--- config.mk ---
export PLATFORM = sky130hd
export DESIGN_NAME = instr_prefetch_unit
export DESIGN_NICKNAME = d
export VERILOG_FILES = /design/src/rtl/instr_prefetch_unit.sv
export SDC_FILE = /design/constraint.sdc
export NUM_CORES = 1
export LEC_CHECK = 0
export ABC_CLOCK_PERIOD_IN_PS = 3690
export CELL_PAD_IN_SITES_DETAIL_PLACEMENT = 1
export CELL_PAD_IN_SITES_GLOBAL_PLACEMENT = 2
export CORE_MARGIN = 8
export CORE_UTILIZATION = 40
export DETAILED_ROUTE_END_ITERATION = 10
export PLACE_DENSITY_LB_ADDON = 0.3
export SLEW_MARGIN = 0
export SYNTH_ARGS = -nofsm -noshare
export SYNTH_HDL_FRONTEND = slang
export SYNTH_SLANG_ARGS = --single-unit
--- constraint.sdc ---
create_clock -name clk -period 3.69 [get_ports clk]
set_input_delay 1.107 -clock clk [delete_from_list [all_inputs] [get_ports clk]]
set_output_delay 1.107 -clock clk [all_outputs]
set_load 0.01 [all_outputs]
--- src/rtl/instr_prefetch_unit.sv ---
// instr_prefetch_unit
// Owns the fetch PC for a combinational word-addressed instruction ROM and
// buffers fetched words in a small prefetch FIFO. The FIFO presents {instr, pc}
// to decode with a valid/ready handshake. The unit also handles redirects
// (flush and restart) and a halt request.
//
// Optional feature: define PREFETCH_BYPASS_EN to present the ROM word directly
// to decode whenever the FIFO is empty and fetch is active. This removes the
// one-cycle fetch latency.
module instr_prefetch_unit #(
    parameter int                         ADDRESS_WIDTH = 32,
    parameter int                         DATA_WIDTH    = 32,
    parameter logic [ADDRESS_WIDTH-1:0]   RESET_VECTOR  = 32'hBFC00000,
    parameter int                         DEPTH         = 4
) (
    input  logic                      clk,
    input  logic                      rst,
    output logic [ADDRESS_WIDTH-1:0]  mem_pc,
    input  logic [DATA_WIDTH-1:0]     mem_instr,
    output logic                      instr_valid,
    input  logic                      instr_ready,
    output logic [DATA_WIDTH-1:0]     instr,
    output logic [ADDRESS_WIDTH-1:0]  instr_pc,
    input  logic                      redirect_valid,
    input  logic [ADDRESS_WIDTH-1:0]  redirect_pc,
    input  logic                      halt_req,
    output logic                      halted
);

    localparam int PTR_W = $clog2(DEPTH);
    localparam int CNT_W = PTR_W + 1;
    localparam logic [CNT_W-1:0] DEPTH_CNT = CNT_W'(DEPTH);

    typedef enum logic [0:0] {
        ST_FETCH  = 1'b0,
        ST_HALTED = 1'b1
    } state_t;

    state_t                     state, state_next;
    logic [ADDRESS_WIDTH-1:0]   fetch_pc;
    logic [CNT_W-1:0]           count;
    logic [PTR_W-1:0]           rd_ptr, wr_ptr;

    logic [DATA_WIDTH-1:0]      instr_mem [DEPTH];
    logic [ADDRESS_WIDTH-1:0]   pc_mem    [DEPTH];

    logic                       fifo_valid;
    logic                       fifo_has_room;
    logic                       pop;
    logic                       push;
    logic                       bypass_take;
    logic                       pc_advance;
    logic [ADDRESS_WIDTH-1:0]   redirect_target;

    // The ROM is word addressed. The byte-offset bits of a redirect target
    // carry no information.
    logic                       redirect_lsb_unused;
    assign redirect_lsb_unused = ^redirect_pc[1:0];
    assign redirect_target     = {redirect_pc[ADDRESS_WIDTH-1:2], 2'b00};

    assign mem_pc        = fetch_pc;
    assign halted        = (state == ST_HALTED);
    assign fifo_valid    = (count != '0);
    assign fifo_has_room = (count < DEPTH_CNT);

    // Handshake decode. A redirect suppresses both sides of the FIFO so the
    // flush is clean. In that cycle, instr_ready from decode is ignored.
    always_comb begin
        // NOTE: every signal driven here gets a default first, so no path can leave one unassigned and infer a latch.
        pop         = 1'b0;
        push        = 1'b0;
        bypass_take = 1'b0;
        if (!redirect_valid) begin
            pop  = fifo_valid & instr_ready;
            push = (state == ST_FETCH) & (fifo_has_room | pop) & ~halt_req;
`ifdef PREFETCH_BYPASS_EN
            // An empty FIFO with fetch active shows the ROM word directly.
            // If decode takes it, the word is never written into the FIFO.
            bypass_take = ~fifo_valid & (state == ST_FETCH) & instr_ready;
            push        = push & ~bypass_take;
`endif
        end
        pc_advance = push | bypass_take;
    end

    // Head presentation. The outputs are zero whenever nothing valid is offered.
    always_comb begin
        instr_valid = 1'b0;
        instr       = '0;
        instr_pc    = '0;
        if (fifo_valid) begin
            instr_valid = 1'b1;
            instr       = instr_mem[rd_ptr];
            instr_pc    = pc_mem[rd_ptr];
        end
`ifdef PREFETCH_BYPASS_EN
        else if ((state == ST_FETCH) && !redirect_valid) begin
            instr_valid = 1'b1;
            instr       = mem_instr;
            instr_pc    = fetch_pc;
        end
`endif
    end

    // FSM next state. A redirect always wins and restarts fetch. Otherwise a
    // halt request parks the unit until the next redirect.
    always_comb begin
        state_next = state;
        if (redirect_valid) begin
            state_next = ST_FETCH;
        end else if ((state == ST_FETCH) && halt_req) begin
            state_next = ST_HALTED;
        end
    end

    // FSM state register.
    always_ff @(posedge clk or posedge rst) begin
        // NOTE: sequential state uses non-blocking assignments so every register samples pre-edge values.
        if (rst) begin
            state <= ST_FETCH;
        end else begin
            state <= state_next;
        end
    end

    // Fetch PC. It jumps to the redirect target on a flush, advances by one
    // word on each fetch consumed, and otherwise holds.
    always_ff @(posedge clk or posedge rst) begin
        if (rst) begin
            fetch_pc <= RESET_VECTOR;
        end else if (redirect_valid) begin
            fetch_pc <= redirect_target;
        end else if (pc_advance) begin
            fetch_pc <= fetch_pc + ADDRESS_WIDTH'(4);
        end
    end

    // FIFO occupancy and pointers. A flush empties the FIFO in one edge.
    // The pointers wrap naturally because DEPTH is a power of two.
    always_ff @(posedge clk or posedge rst) begin
        if (rst) begin
            count  <= '0;
            rd_ptr <= '0;
            wr_ptr <= '0;
        end else if (redirect_valid) begin
            count  <= '0;
            rd_ptr <= '0;
            wr_ptr <= '0;
        end else begin
            if (push) begin
                wr_ptr <= wr_ptr + PTR_W'(1);
            end
            if (pop) begin
                rd_ptr <= rd_ptr + PTR_W'(1);
            end
            case ({push, pop})
                2'b10:   count <= count + CNT_W'(1);
                2'b01:   count <= count - CNT_W'(1);
                default: count <= count;
            endcase
        end
    end

    // FIFO storage. It captures the ROM word and its address on each push.
    always_ff @(posedge clk) begin
        // NOTE: storage is deliberately not reset; count gates every read, so stale contents are never observed.
        if (push) begin
            instr_mem[wr_ptr] <= mem_instr;
            pc_mem[wr_ptr]    <= fetch_pc;
        end
    end

endmodule

# Word level (Yosys, flattened, before mapping)
# Memory sizes are Yosys's and may differ from the RTL's.
# Index checks and enable logic that the tools add are counted.
[totals]
ff_bits = 40
ramBits = 256
input_bits = 69
out_inout_bits = 98
elab_cells = 44
n_memories = 2
[op_classes]
addsub = 5
n_lt_le_gt_ge = 1
n_eq_ne = 2
muxes = 17
n_bitwise = 6
reduce_logical = 6
[mem_list]
columns = ["memory", "depth", "word_bits", "read_ports", "rd_ports_with_merged_regs", "write_ports", "line_no", "rtl"]
rows = [
  ["instr_mem", 4, 32, 1, 0, 1, "44", "logic [DATA_WIDTH-1:0] instr_mem [DEPTH];"],
  ["pc_mem", 4, 32, 1, 0, 1, "45", "logic [ADDRESS_WIDTH-1:0] pc_mem [DEPTH];"],
]
[op_table]
columns = ["cell", "count"]
rows = [
  ["2-to-1 mux 32 bit", 4],
  ["adder 32 x 3 -> 32 bit, second input constant", 1],
  ["2-to-1 mux 2 bit", 4],
  ["2-to-1 mux 1 bit", 7],
  ["case mux 3 bit (2 select lines)", 1],
  ["nonzero test 2 bit", 3],
  ["nonzero test 3 bit", 2],
  ["adder 2 x 1 -> 2 bit, second input constant", 2],
  ["adder 3 x 1 -> 3 bit, second input constant", 1],
  ["AND 1 bit", 3],
  ["< comparator 3 bit, second input constant", 1],
  ["2-to-1 mux 3 bit", 1],
  ["subtractor 3 x 1 -> 3 bit, second input constant", 1],
  ["equality test 2 x 1 -> 1 bit, second input constant", 1],
  ["equality test 2 bit, second input constant", 1],
  ["inverter 1 bit", 2],
  ["logical AND 1 bit", 1],
  ["bitwise OR 1 bit", 1],
]

# Depth between registers and ports, before layout
[depth]
word_depth = 9
mapped_depth = 8
ltp_nobuf = 6

# Worst setup path after synthesis
# Ideal clock, no wire load.
[synth_path]
kind = "in2reg"
start = "input port halt_req"
end = "memory instr_mem[0][0] (enable)"
setup_ps = 427
arrival_ps = 3348
required_time_ps = 3263
slack_ps = -85
path_stages = 4
path_buffers = 0
path_cell_list = "nor2_1 nand2_1 nor2_1 and2_1"
[synth_via]
elab_chain_cells = 5
[synth_rtl]
columns = ["element", "line_no", "rtl"]
rows = [
  ["start, declared", "26", "input logic halt_req,"],
  ["inverter 1 bit", "75", "push = (state == ST_FETCH) & (fifo_has_room | pop) & ~halt_req;"],
  ["AND 1 bit", "75", ""],
  ["2-to-1 mux 1 bit", "73", "if (!redirect_valid) begin"],
  ["2-to-1 mux 1 bit", "167", "if (push) begin"],
  ["2-to-1 mux 1 bit (implied by the code)", "168", "instr_mem[wr_ptr] <= mem_instr;"],
  ["end, declared", "44", ""],
]
# No other way between the ends.

# Worst setup path in the final report
[layout_path]
start = "register rd_ptr[0]"
end = "output port instr[20]"
[layout_via]
elab_chain_cells = 2
[layout_rtl]
columns = ["element", "line_no", "rtl"]
rows = [
  ["start, declared", "42", "logic [PTR_W-1:0] rd_ptr, wr_ptr;"],
  ["start signal, assigned", "154", "rd_ptr <= rd_ptr + PTR_W'(1);"],
  ["memory (4 x 32 bit)", "-", ""],
  ["2-to-1 mux 32 bit", "91", "if (fifo_valid) begin"],
  ["end, declared", "22", "output logic [DATA_WIDTH-1:0] instr,"],
]
# No other way between the ends.

==> impl_metrics.xml <==
<?xml version="1.0" encoding="UTF-8"?>
<metrics>
  <group name="run_status">
    <metric name="status" unit="">finished, final reports clean</metric>
  </group>
  <group name="clock_network">
    <metric name="register_clock_pin_slew_on_the_reported_worst_setup_and_hold_paths" unit="ns">0.06</metric>
    <metric name="cts_max_path_buffers" unit="">3</metric>
    <metric name="hold_buffers" unit="">0</metric>
    <metric name="cts.sink_count" unit="">286</metric>
    <metric name="clock_insertion_delay_worst_skew" unit="ns">0.56</metric>
    <metric name="cts-buffers-inserted" unit="">31</metric>
    <metric name="cts_root_buf" unit="">sky130_fd_sc_hd__clkbuf_16</metric>
    <metric name="cts_tree" unit="">yes</metric>
    <metric name="ctsHtreeMaxLevel" unit="">1</metric>
  </group>
  <group name="place">
    <metric name="finalWeightedCongestion" unit="">0.815</metric>
    <metric name="post-place-ws" unit="ns">0.265</metric>
    <metric name="place.port_buffers" unit="">160</metric>
    <metric name="dpl-instance-area" unit="mm²">0.0140</metric>
    <metric name="numPlacedInstances" unit="">1208</metric>
    <metric name="dp_hpwl" unit="mm">19.2</metric>
  </group>
  <group name="layout">
    <metric name="final_cell_area" unit="mm²">0.0152</metric>
    <metric name="fill_cells" unit="">2709</metric>
    <metric name="area_occupied_by_multi_input_gates" unit="mm²">0.00315</metric>
    <metric name="finalNetCount" unit="">950</metric>
    <metric name="layout_commonest_cell" unit="">sky130_fd_sc_hd__edfxtp_1</metric>
    <metric name="area.sequential" unit="mm²">0.00842</metric>
    <metric name="areaGrowthSynthToFinish" unit="%">29.3</metric>
    <metric name="final_cell_count_no_fill" unit="">1283</metric>
    <metric name="num_antenna_cells" unit="">0</metric>
    <metric name="most-common-layout-cells" unit="">sky130_fd_sc_hd__edfxtp_1 (248), sky130_fd_sc_hd__clkdlybuf4s50_1 (150), sky130_fd_sc_hd__mux4_2 (62), sky130_fd_sc_hd__and2_1 (62), sky130_fd_sc_hd__clkbuf_16 (31)</metric>
    <metric name="drive_above_1_share" unit="%">20.6</metric>
    <metric name="utilization" unit="%">52.7</metric>
  </group>
  <group name="synthesis">
    <metric name="syn-instance-count" unit="">674</metric>
    <metric name="ys_warn_count" unit="">0</metric>
    <metric name="synth.cell_area" unit="mm²">0.0118</metric>
    <metric name="postSynth.topFlopCell" unit="">sky130_fd_sc_hd__edfxtp_1</metric>
    <metric name="synthesis.area_per_instance" unit="µm²">17.4</metric>
    <metric name="yosysUniqueCellTypes" unit="">53</metric>
    <metric name="synth_sequential_area_ratio" unit="%">71.5</metric>
    <metric name="post_synthesis_register_bit_count" unit="">286</metric>
    <metric name="synth_edf_count" unit="">248</metric>
    <metric name="postSynth.asyncResetShare" unit="%">13.3</metric>
  </group>
  <group name="drt">
    <metric name="detail_route.wl_per_cell" unit="µm">23.0</metric>
    <metric name="drc_violation_count_after_routing" unit="">0</metric>
    <metric name="via_per_inst" unit="">5.34</metric>
    <metric name="drt_pre_antenna_iters" unit="">5</metric>
    <metric name="number_of_drc_violations_after_detailed_routing_iteration_0" unit="">364</metric>
    <metric name="route.vias.total" unit="">6849</metric>
    <metric name="postRouteAntennaNets" unit="">0</metric>
    <metric name="drt-total-wl" unit="mm">29.6</metric>
  </group>
  <group name="timing">
    <metric name="timing.max_slew.rel_slack" unit="%">49.9</metric>
    <metric name="final_period_minus_worst_setup_slack" unit="ns">3.58</metric>
    <metric name="timing.final.setup_violations" unit="">0</metric>
    <metric name="final.setup_skew" unit="ns">0.0239</metric>
    <metric name="transition_time_at_the_pin_with_the_least_slew_margin" unit="ns">0.751</metric>
    <metric name="fmax" unit="MHz">280</metric>
    <metric name="grt_setup_unrepaired" unit="">false</metric>
    <metric name="final-hold-violation-count" unit="">0</metric>
    <metric name="finalWorstSetupSlack" unit="ns">0.114</metric>
    <metric name="tns" unit="ns">0</metric>
    <metric name="slew_violations" unit="">0</metric>
    <metric name="min_period_over_period" unit="%">96.9</metric>
  </group>
  <group name="power">
    <metric name="cellLeakagePower" unit="nW">5.04</metric>
    <metric name="vdd.ir_drop.worst" unit="mV">0.290</metric>
    <metric name="p_per_area" unit="mW/mm²">570</metric>
  </group>
  <group name="worst_setup_path">
    <metric name="worst_path_most_repeated_cell" unit="">sky130_fd_sc_hd__buf_12</metric>
    <metric name="critPathLaunchType" unit="">register</metric>
    <metric name="cp_slowest_stage_delay" unit="ns">0.50</metric>
    <metric name="critical_path_required" unit="ns">2.58</metric>
    <metric name="cpLargestDelayFamily" unit="">buffers and inverters</metric>
    <metric name="crit_path_max_fanout" unit="">14</metric>
    <metric name="cp-end-kind" unit="">primary output</metric>
    <metric name="crit_type" unit="">register to primary output</metric>
    <metric name="worst-path-buf-inv" unit="">3</metric>
    <metric name="worst_path_max_delay_cell" unit="">sky130_fd_sc_hd__mux4_2</metric>
    <metric name="crit_chain" unit="">buf_12, buf_12, mux4_2, and2_1, clkdlybuf4s50_1</metric>
    <metric name="cp.arrival" unit="ns">2.47</metric>
  </group>
  <group name="global_route">
    <metric name="grt_max_degree" unit="">45</metric>
    <metric name="wire_length_of_the_first_global_routing_pass" unit="mm">46.0</metric>
    <metric name="global_route.overflow_total" unit="">0</metric>
    <metric name="gr-usage-all-layers" unit="%">16.6</metric>
    <metric name="antenna_found_initial" unit="">0</metric>
    <metric name="first_global_vias" unit="">7654</metric>
  </group>
  <group name="flow_run">
    <metric name="timing.max_cap.violations" unit="">0</metric>
  </group>
  <group name="die">
    <metric name="dieArea" unit="mm²">0.0351</metric>
    <metric name="die_width" unit="µm">187</metric>
    <metric name="placeableCoreArea" unit="mm²">0.0289</metric>
    <metric name="start_util" unit="%">40.7</metric>
    <metric name="num_rows" unit="">62</metric>
    <metric name="floorplan.die.height" unit="µm">187</metric>
    <metric name="io-pin-count" unit="">167</metric>
  </group>
  <group name="worst_hold_path">
    <metric name="hold_path.class" unit="">register to register</metric>
  </group>
</metrics>
through the flow:
step / power [W] / hold WS (ns)
after floorplan: 0.00473 / 0.535
after global placement: 0.00566 / 0.556
after detailed placement: 0.00571 / 0.579
after CTS: 0.00871 / 0.592
after global routing: 0.00901 / 0.599
final: 0.00867 / 0.590
area by class of cell:
class | instances | share of cell area, %
repair buffers | 206 | 14.0
well taps | 384 | 3.16
clock buffers | 34 | 5.18
flip-flops and latches | 286 | 55.4
inverters | 9 | 0.239
clock inverters | 23 | 1.33
multi-input cells | 341 | 20.7
repair_timing:
action	CTS	global route
resized for setup	9	3
setup endpoints to repair	52	44
buffers inserted	7	11
synthesized netlist by cell type (2+ instances only):
library cell | instances | area share (%)
sky130_fd_sc_hd__or3_1 | 4 | 0.21
sky130_fd_sc_hd__nor3_1 | 9 | 0.38
sky130_fd_sc_hd__and4_1 | 2 | 0.15
sky130_fd_sc_hd__nand2_1 | 21 | 0.67
sky130_fd_sc_hd__xnor2_1 | 6 | 0.45
sky130_fd_sc_hd__o31ai_1 | 11 | 0.70
sky130_fd_sc_hd__buf_4 | 4 | 0.26
sky130_fd_sc_hd__nor2b_1 | 6 | 0.32
sky130_fd_sc_hd__buf_1 | 4 | 0.13
sky130_fd_sc_hd__inv_1 | 8 | 0.26
sky130_fd_sc_hd__nand2b_1 | 2 | 0.11
sky130_fd_sc_hd__dfstp_2 | 9 | 2.0
sky130_fd_sc_hd__mux4_2 | 62 | 12
sky130_fd_sc_hd__a21oi_1 | 7 | 0.30
sky130_fd_sc_hd__mux2_2 | 2 | 0.19
sky130_fd_sc_hd__xor2_1 | 4 | 0.30
sky130_fd_sc_hd__buf_2 | 6 | 0.26
sky130_fd_sc_hd__or4_1 | 13 | 0.83
sky130_fd_sc_hd__clkbuf_1 | 25 | 0.80
sky130_fd_sc_hd__or2_2 | 3 | 0.16
sky130_fd_sc_hd__o21ai_0 | 16 | 0.68
sky130_fd_sc_hd__and2_1 | 66 | 3.5
sky130_fd_sc_hd__o211ai_1 | 4 | 0.26
sky130_fd_sc_hd__edfxtp_1 | 248 | 63
sky130_fd_sc_hd__ha_1 | 5 | 0.53
sky130_fd_sc_hd__nand3_1 | 21 | 0.89
sky130_fd_sc_hd__buf_6 | 2 | 0.19
sky130_fd_sc_hd__nor4_1 | 5 | 0.27
sky130_fd_sc_hd__a22oi_1 | 6 | 0.38
sky130_fd_sc_hd__a31oi_1 | 11 | 0.59
sky130_fd_sc_hd__a211o_1 | 2 | 0.15
sky130_fd_sc_hd__dfrtp_1 | 29 | 6.2
sky130_fd_sc_hd__nand4_1 | 7 | 0.37
sky130_fd_sc_hd__nor2_1 | 25 | 0.80
path summary, 6_finish.rpt:
path                            startpoint            end  slack (ns)  cells past startpoint
max in group asynchronous              rst      mem_pc[8]        2.01                      3
min in group asynchronous              rst     mem_pc[30]        0.99                      2
worst min register to register  mem_pc[31]  pc_mem[3][31]        0.59                      0
worst max-delay path             rd_ptr[0]      instr[20]        0.11                      5
worst min-delay path            mem_pc[31]  pc_mem[3][31]        0.59                      0
worst max register to register  mem_pc[10]     mem_pc[27]        1.08                      4
state kept, by name (all words and copies together), names as in the netlist:
signal,cells
instr_mem,128
mem_pc,30
wr_ptr,2
halted,1
rd_ptr,2
count,3
pc_mem,120
worst register-to-register path, stage by stage (launching register included):
cell                      delay, ns
sky130_fd_sc_hd__dfrtp_1       0.59
sky130_fd_sc_hd__nand4_2       0.31
sky130_fd_sc_hd__or4_1         0.85
sky130_fd_sc_hd__or4_1         0.58
sky130_fd_sc_hd__a31oi_1       0.21
power breakdown:
part           switching [W]  leakage, nW  internal [W]  total [W]
combinational       0.000816         1.87       0.00105    0.00187
sequential          0.000142         2.68       0.00368    0.00382
clock                0.00124        0.480       0.00174    0.00299
total                0.00220         5.04       0.00647    0.00867
cells by family (layout without fill, tap and decap cells):
family	after synthesis	in the layout	share of synthesized area, %
AO/OA/AOI/OAI	63	63	3.53
XOR/XNOR	10	10	0.745
adder cells (fa/ha/maj)	6	6	0.702
buffers and inverters	50	272	1.92
flip-flops	286	286	71.5
multiplexers	65	65	12.2
other	1	4	0.0319
AND/OR/NAND/NOR	193	193	9.40
per-layer routing:
layer	global-route usage [%]	vias to the layer above	part of all wire, %
met2	28.5	215	50
met5	0	-	0
met4	4.18	0	1.8
met3	3.06	47	5.4
li1	-	3059	-
met1	21.5	3528	43
(Power assumes the default switching activity.)
